$ cat src/rtl/if_stage.sv
// Instruction-fetch stage: owns the PC and the IF/ID pipeline register.
// Handles stalls from the hazard unit and PC redirects resolved in ID.
module if_stage #(
  parameter logic [31:0] RESET_PC   = 32'h0000_3000,
  parameter int          DELAY_SLOT = 1
) (
  input  logic        clk,
  input  logic        reset,
  input  logic        stall,
  input  logic        id_redirect,
  input  logic [31:0] id_target,
  output logic [31:0] imem_addr,
  input  logic [31:0] imem_rdata,
  output logic [31:0] id_instr,
  output logic [31:0] id_pc,
  output logic [31:0] id_pc8,
  output logic        id_valid,
  output logic [31:0] fetch_count
);

  logic [31:0] r_pc;
  logic [31:0] r_idInstr;
  logic [31:0] r_idPc;
  logic [31:0] r_idPc8;
  logic        r_idValid;
  logic [31:0] r_fetchCount;

  logic [31:0] w_pcPlus4;
  logic [31:0] w_pcPlus8;
  logic [31:0] w_redirectPc;
  logic        w_squash;

  assign w_pcPlus4    = r_pc + 32'd4;
  assign w_pcPlus8    = r_pc + 32'd8;
  assign w_redirectPc = {id_target[31:2], 2'b00};
  assign w_squash     = id_redirect && (DELAY_SLOT == 0);

  // A stall freezes everything, including a pending redirect: ID re-presents it next cycle.
  always_ff @(posedge clk or posedge reset) begin
    if (reset) begin
      r_pc         <= RESET_PC;
      r_idInstr    <= 32'd0;
      r_idPc       <= 32'd0;
      r_idPc8      <= 32'd0;
      r_idValid    <= 1'b0;
      r_fetchCount <= 32'd0;
    end else if (!stall) begin
      r_pc    <= id_redirect ? w_redirectPc : w_pcPlus4;
      r_idPc  <= r_pc;
      r_idPc8 <= w_pcPlus8;
      if (w_squash) begin
        r_idInstr <= 32'd0;
        r_idValid <= 1'b0;
      end else begin
        r_idInstr    <= imem_rdata;
        r_idValid    <= 1'b1;
        r_fetchCount <= r_fetchCount + 32'd1;
      end
    end
  end

  assign imem_addr   = r_pc;
  assign id_instr    = r_idInstr;
  assign id_pc       = r_idPc;
  assign id_pc8      = r_idPc8;
  assign id_valid    = r_idValid;
  assign fetch_count = r_fetchCount;

endmodule
$ cat config.mk
export PLATFORM = sky130hd
export DESIGN_NAME = if_stage
export DESIGN_NICKNAME = d
export VERILOG_FILES = /design/src/rtl/if_stage.sv
export SDC_FILE = /design/constraint.sdc
export NUM_CORES = 1
export LEC_CHECK = 0
export ABC_AREA = 1
export CAP_MARGIN = 20
export CORE_AREA = 2 2 138 140
export DETAILED_ROUTE_END_ITERATION = 8
export DIE_AREA = 0 0 140 142
export PLACE_DENSITY = 0.77
export SLEW_MARGIN = 0
export SYNTH_ARGS = -nofsm -noshare
export SYNTH_HDL_FRONTEND = slang
export SYNTH_SLANG_ARGS = --single-unit
$ cat constraint.sdc
create_clock -name clk -period 4.75 [get_ports clk]
set_input_delay 0.95 -clock clk [delete_from_list [all_inputs] [get_ports clk]]
set_output_delay 0.95 -clock clk [all_outputs]
set_load 0.1 [all_outputs]
# Word-level counts from Yosys, hierarchy flattened
# Cells that the tools add are included.
[classes] addsub=3 n_mux=1
[op_table] op="32-bit by 1-bit adder with 32-bit output, second input constant" count=1
[op_table] op="32-bit by 3-bit adder with 32-bit output, second input constant" count=1
[op_table] op="32-bit by 4-bit adder with 32-bit output, second input constant" count=1
[op_table] op="32-bit 2-to-1 mux" count=1
[totals] regBits=161 out_inout_bits=161 wordCells=10

# Longest topological paths before layout
[depth] depth_word=2 ltp_mapped=11 mapped_depth_nobuf=11

# Worst setup path before layout
# Ideal clock, no wire load.
[synth_timing] kind="flip-flop to output port" start="register id_pc[2] (netlist name)" end="output port id_pc8[2]" arrival_ns=1.340 required_time_ns=3.800 slack_ns=2.460 path_stages_with_launch=2 cell_sequence="dfrtp_1 > buf_4"
[synth_lines] element="end, declared" line="16" text="output logic [31:0] id_pc8,"

# Worst setup path after layout
[layout_timing] start="register r_pc[12], in the netlist imem_addr[12]" end="output port imem_addr[12]"
[layout_lines] element="start, declared" line="21" text="logic [31:0] r_pc;"
[layout_lines] element="start signal, assigned" line="48" text="r_pc <= id_redirect ? w_redirectPc : w_pcPlus4;"
[layout_lines] element="end, declared" line="12" text="output logic [31:0] imem_addr,"
# No word-level cell between the ends.

==> results.json <==
{
  "min_path_cells": 1,
  "worstMarginPinSlew_ns": 1.11,
  "area_growth_pct": 36.5,
  "die_y_um": 142,
  "setup_viol": 0,
  "rsz0062_at_grt": "no",
  "synth_top_area_cell": "dfrtp_1",
  "finalHoldViolations": 0,
  "post_cts_resized": 0,
  "row_count": 50,
  "drc": 14,
  "io_buffers": 220,
  "holdPathEnd": "id_valid$_DFFE_PP0N_",
  "required_ns": 3.80,
  "clk_pin_slew_ns": 0.06,
  "stdcell_count": 1499,
  "gp_congestion": 0.906,
  "dp.cells": 1467,
  "drtPass1Iterations": 9,
  "post-route-period-util": 0.675,
  "wl_per_cell_um": 15.5,
  "synthCells": 1046,
  "yosys.area.top_type_share": 0.477,
  "grt_pass1_vias": 7165,
  "outcome": "finished, violations left",
  "period_minus_slack_ns": 3.21,
  "ys_types": 38,
  "grt_max_degree": 155,
  "drv_cap": 0,
  "ys_seq_area_frac": 0.484,
  "start_util": 0.432,
  "path_buf_inv": 1,
  "cts-root-buf": "clkbuf_16",
  "dpl.hpwl_mm": 16.4,
  "setup-tns-final_ns": 0,
  "fin_hold_ws_ns": 0.468,
  "num_antenna_cells": 0,
  "avgSynthCellArea_um2": 7.62,
  "synth_seq_cells": 154,
  "finalWirelength_mm": 23.2,
  "post_cts.repair.setup_buffers": 0,
  "skew_ns": 0.0124,
  "r2r-end": "imem_addr[27]$_DFFE_PP0N_",
  "ir_drop_mv": 0.300,
  "cts_buffers": 17,
  "nNetsFinal": 1323,
  "first_iter_violations": 606,
  "leakage_nw": 4.96,
  "io_pins": 229,
  "vias_per_cell": 5.02,
  "regToRegSetupSlack_ns": 2.68,
  "cp_slowest_cell": "clkdlybuf4s50_1",
  "coreArea_um2": 18500,
  "path_cells": "clkdlybuf4s50_1",
  "dieArea_um2": 19900,
  "r2r-start": "imem_addr[3]$_DFFE_PP0N_",
  "clk_latency_ns": 0.43,
  "syn_area_um2": 7970,
  "relSlewSlack": 0.263,
  "vias": 7526,
  "gr-usage-all-layers": 0.237,
  "power.density_nw_per_um2": 476,
  "drv_slew": 0,
  "cp_max_fo": 7,
  "grt-ovfl-total": 0,
  "die-width_um": 140,
  "timing.critical_path.from_type": "flip-flop",
  "numClockSinks": 154,
  "critPathKind": "reg2out",
  "final_util": 0.590,
  "crit_family": "buffers and inverters",
  "synth_area_leaders": "dfrtp_1 (48%), nand2_1 (19%), nand3_1 (4.5%), inv_1 (4.1%), nor2_1 (4.0%)",
  "violations": "DRC",
  "ant_nets": 0,
  "clockBufferDepth": 2,
  "antenna_found_initial": 0,
  "fmax_mhz": 312,
  "drive_above_1_share": 0.0822,
  "yosys_warnings": 0,
  "htreeDepth": 4,
  "cts_tree": "yes",
  "min_from": "id_valid$_DFFE_PP0N_",
  "hold_path.class": "reg2reg",
  "crit_arrival_ns": 2.26,
  "end_kind": "output port",
  "hold_buffers": 0,
  "rr_worst_depth": 10,
  "critPathMaxStageDelay_ns": 1.21,
  "grt_pass1_wl_mm": 37.3
}
[synth_stat cells, drive strengths merged]
| cell | instances |
|---|---|
| mux2 | 1 |
| inv | 95 |
| xnor2 | 9 |
| nand3 | 73 |
| dfrtp | 152 |
| nor2 | 118 |
| conb | 1 |
| dfstp | 2 |
| nand3b | 3 |
| ha | 3 |
| o21bai | 1 |
| a32o | 1 |
| nand2 | 407 |
| o22ai | 4 |
| a21oi | 30 |
| dlygate4sd1 | 1 |
| clkbuf | 13 |
| a31oi | 6 |
| or2 | 1 |
| xor2 | 11 |
| o21ai | 62 |
| buf | 28 |
| nor3 | 10 |
| nand4 | 14 |
[worst max path at each step]
stage / start / end / slack, ns / cells after the start
2_1_floorplan: reset / fetch_count[0]$_DFFE_PP0N_ / 1.86 / 1
3_3_place_gp: id_redirect / imem_addr[17]$_DFFE_PP0N_ / 1.61 / 7
3_5_place_dp: id_redirect / imem_addr[17]$_DFFE_PP0N_ / 1.58 / 7
4_1_cts: imem_addr[12]$_DFFE_PP1N_ / imem_addr[12] / 1.54 / 1
5_1_grt: imem_addr[12]$_DFFE_PP1N_ / imem_addr[12] / 1.52 / 1
6_report: imem_addr[12]$_DFFE_PP1N_ / imem_addr[12] / 1.54 / 1
[kinds of logic (layout without fill, tap and decap cells)]
family,after synthesis,in the layout,synth area share
other,1,6,0.000471
adder cells (fa/ha/maj),3,3,0.00471
buffers and inverters,137,351,0.0752
XOR/XNOR,20,20,0.0220
AND/OR/NAND/NOR,626,626,0.344
AO/OA/AOI/OAI,104,104,0.0683
flip-flops,154,154,0.484
multiplexers,1,1,0.00141
[state kept, by name, summed over array words and instances, names as in the netlist]
| signal | count |
|---|---|
| id_pc8 | 29 |
| id_instr | 32 |
| id_valid | 1 |
| imem_addr | 30 |
| id_pc | 30 |
| fetch_count | 32 |
[routing by layer]
metal  track usage  up-vias  wire (um)
met1         0.308     3490       9780
met2         0.381      305      10800
met4        0.0914        0        682
met3        0.0653       39       1930
li1              -     3692          -
met5             0        -          0
[cell type report]
type	count	area (um^2)
multi-input cells	760	3530
clock buffers	19	453
inverters	95	360
flip-flops and latches	154	3860
repair buffers	224	2240
clock inverters	13	144
fillers	1620	7570
well taps	234	293
[cells in the final DEF, fill, tap and decap left out, types with 2 or more instances in the layout]
cell	Yosys	layout
a21oi_1	30	30
a31oi_1	6	6
buf_4	10	4
bufinv_16	0	2
clkbuf_16	0	17
clkbuf_8	2	2
clkdlybuf4s50_1	0	219
clkinv_2	0	2
clkinv_4	0	3
clkinvlp_4	0	5
conb_1	1	6
dfrtp_1	152	152
dfstp_2	2	2
ha_1	3	3
inv_1	87	86
inv_2	8	8
inv_6	0	2
nand2_1	393	393
nand2_2	12	12
nand2_4	2	2
nand3_1	71	71
nand3_2	2	2
nand3b_1	2	2
nand4_1	14	14
nor2_1	84	84
nor2_2	17	17
nor2_4	17	17
nor3_1	8	8
nor3_2	2	2
o21ai_0	55	55
o21ai_1	6	6
o22ai_1	4	4
xnor2_1	9	9
xor2_1	11	11
[report_power, final]
group,switching (mW),internal [mW]
Combinational,1.68,0.465
Sequential,0.172,1.48
Clock,0.572,0.805
Total,2.43,2.75
[worst register-to-register path, stage by stage, from the launching register on]
cell and delay [ns]:
dfrtp_1 0.52, ha_1 0.31, nand2_1 0.12, nor2_2 0.23, nand2_2 0.20, nor2_4 0.22, nand2_1 0.09, nand2_1 0.07
nand3_1 0.07, nand2_1 0.10, nand2_1 0.05
[through the flow]
stage / power (mW) / cell area, um^2 / worst slack, ns
finish: 5.18 / 10900 / 1.54
global route: 5.38 / 10900 / 1.52
CTS: 5.21 / 10900 / 1.54
detailed placement: 3.83 / 10300 / 1.58
global placement: 3.80 / 10300 / 1.61
floorplan: 3.28 / 7990 / 1.86
Power figures use the tool's default switching activity.
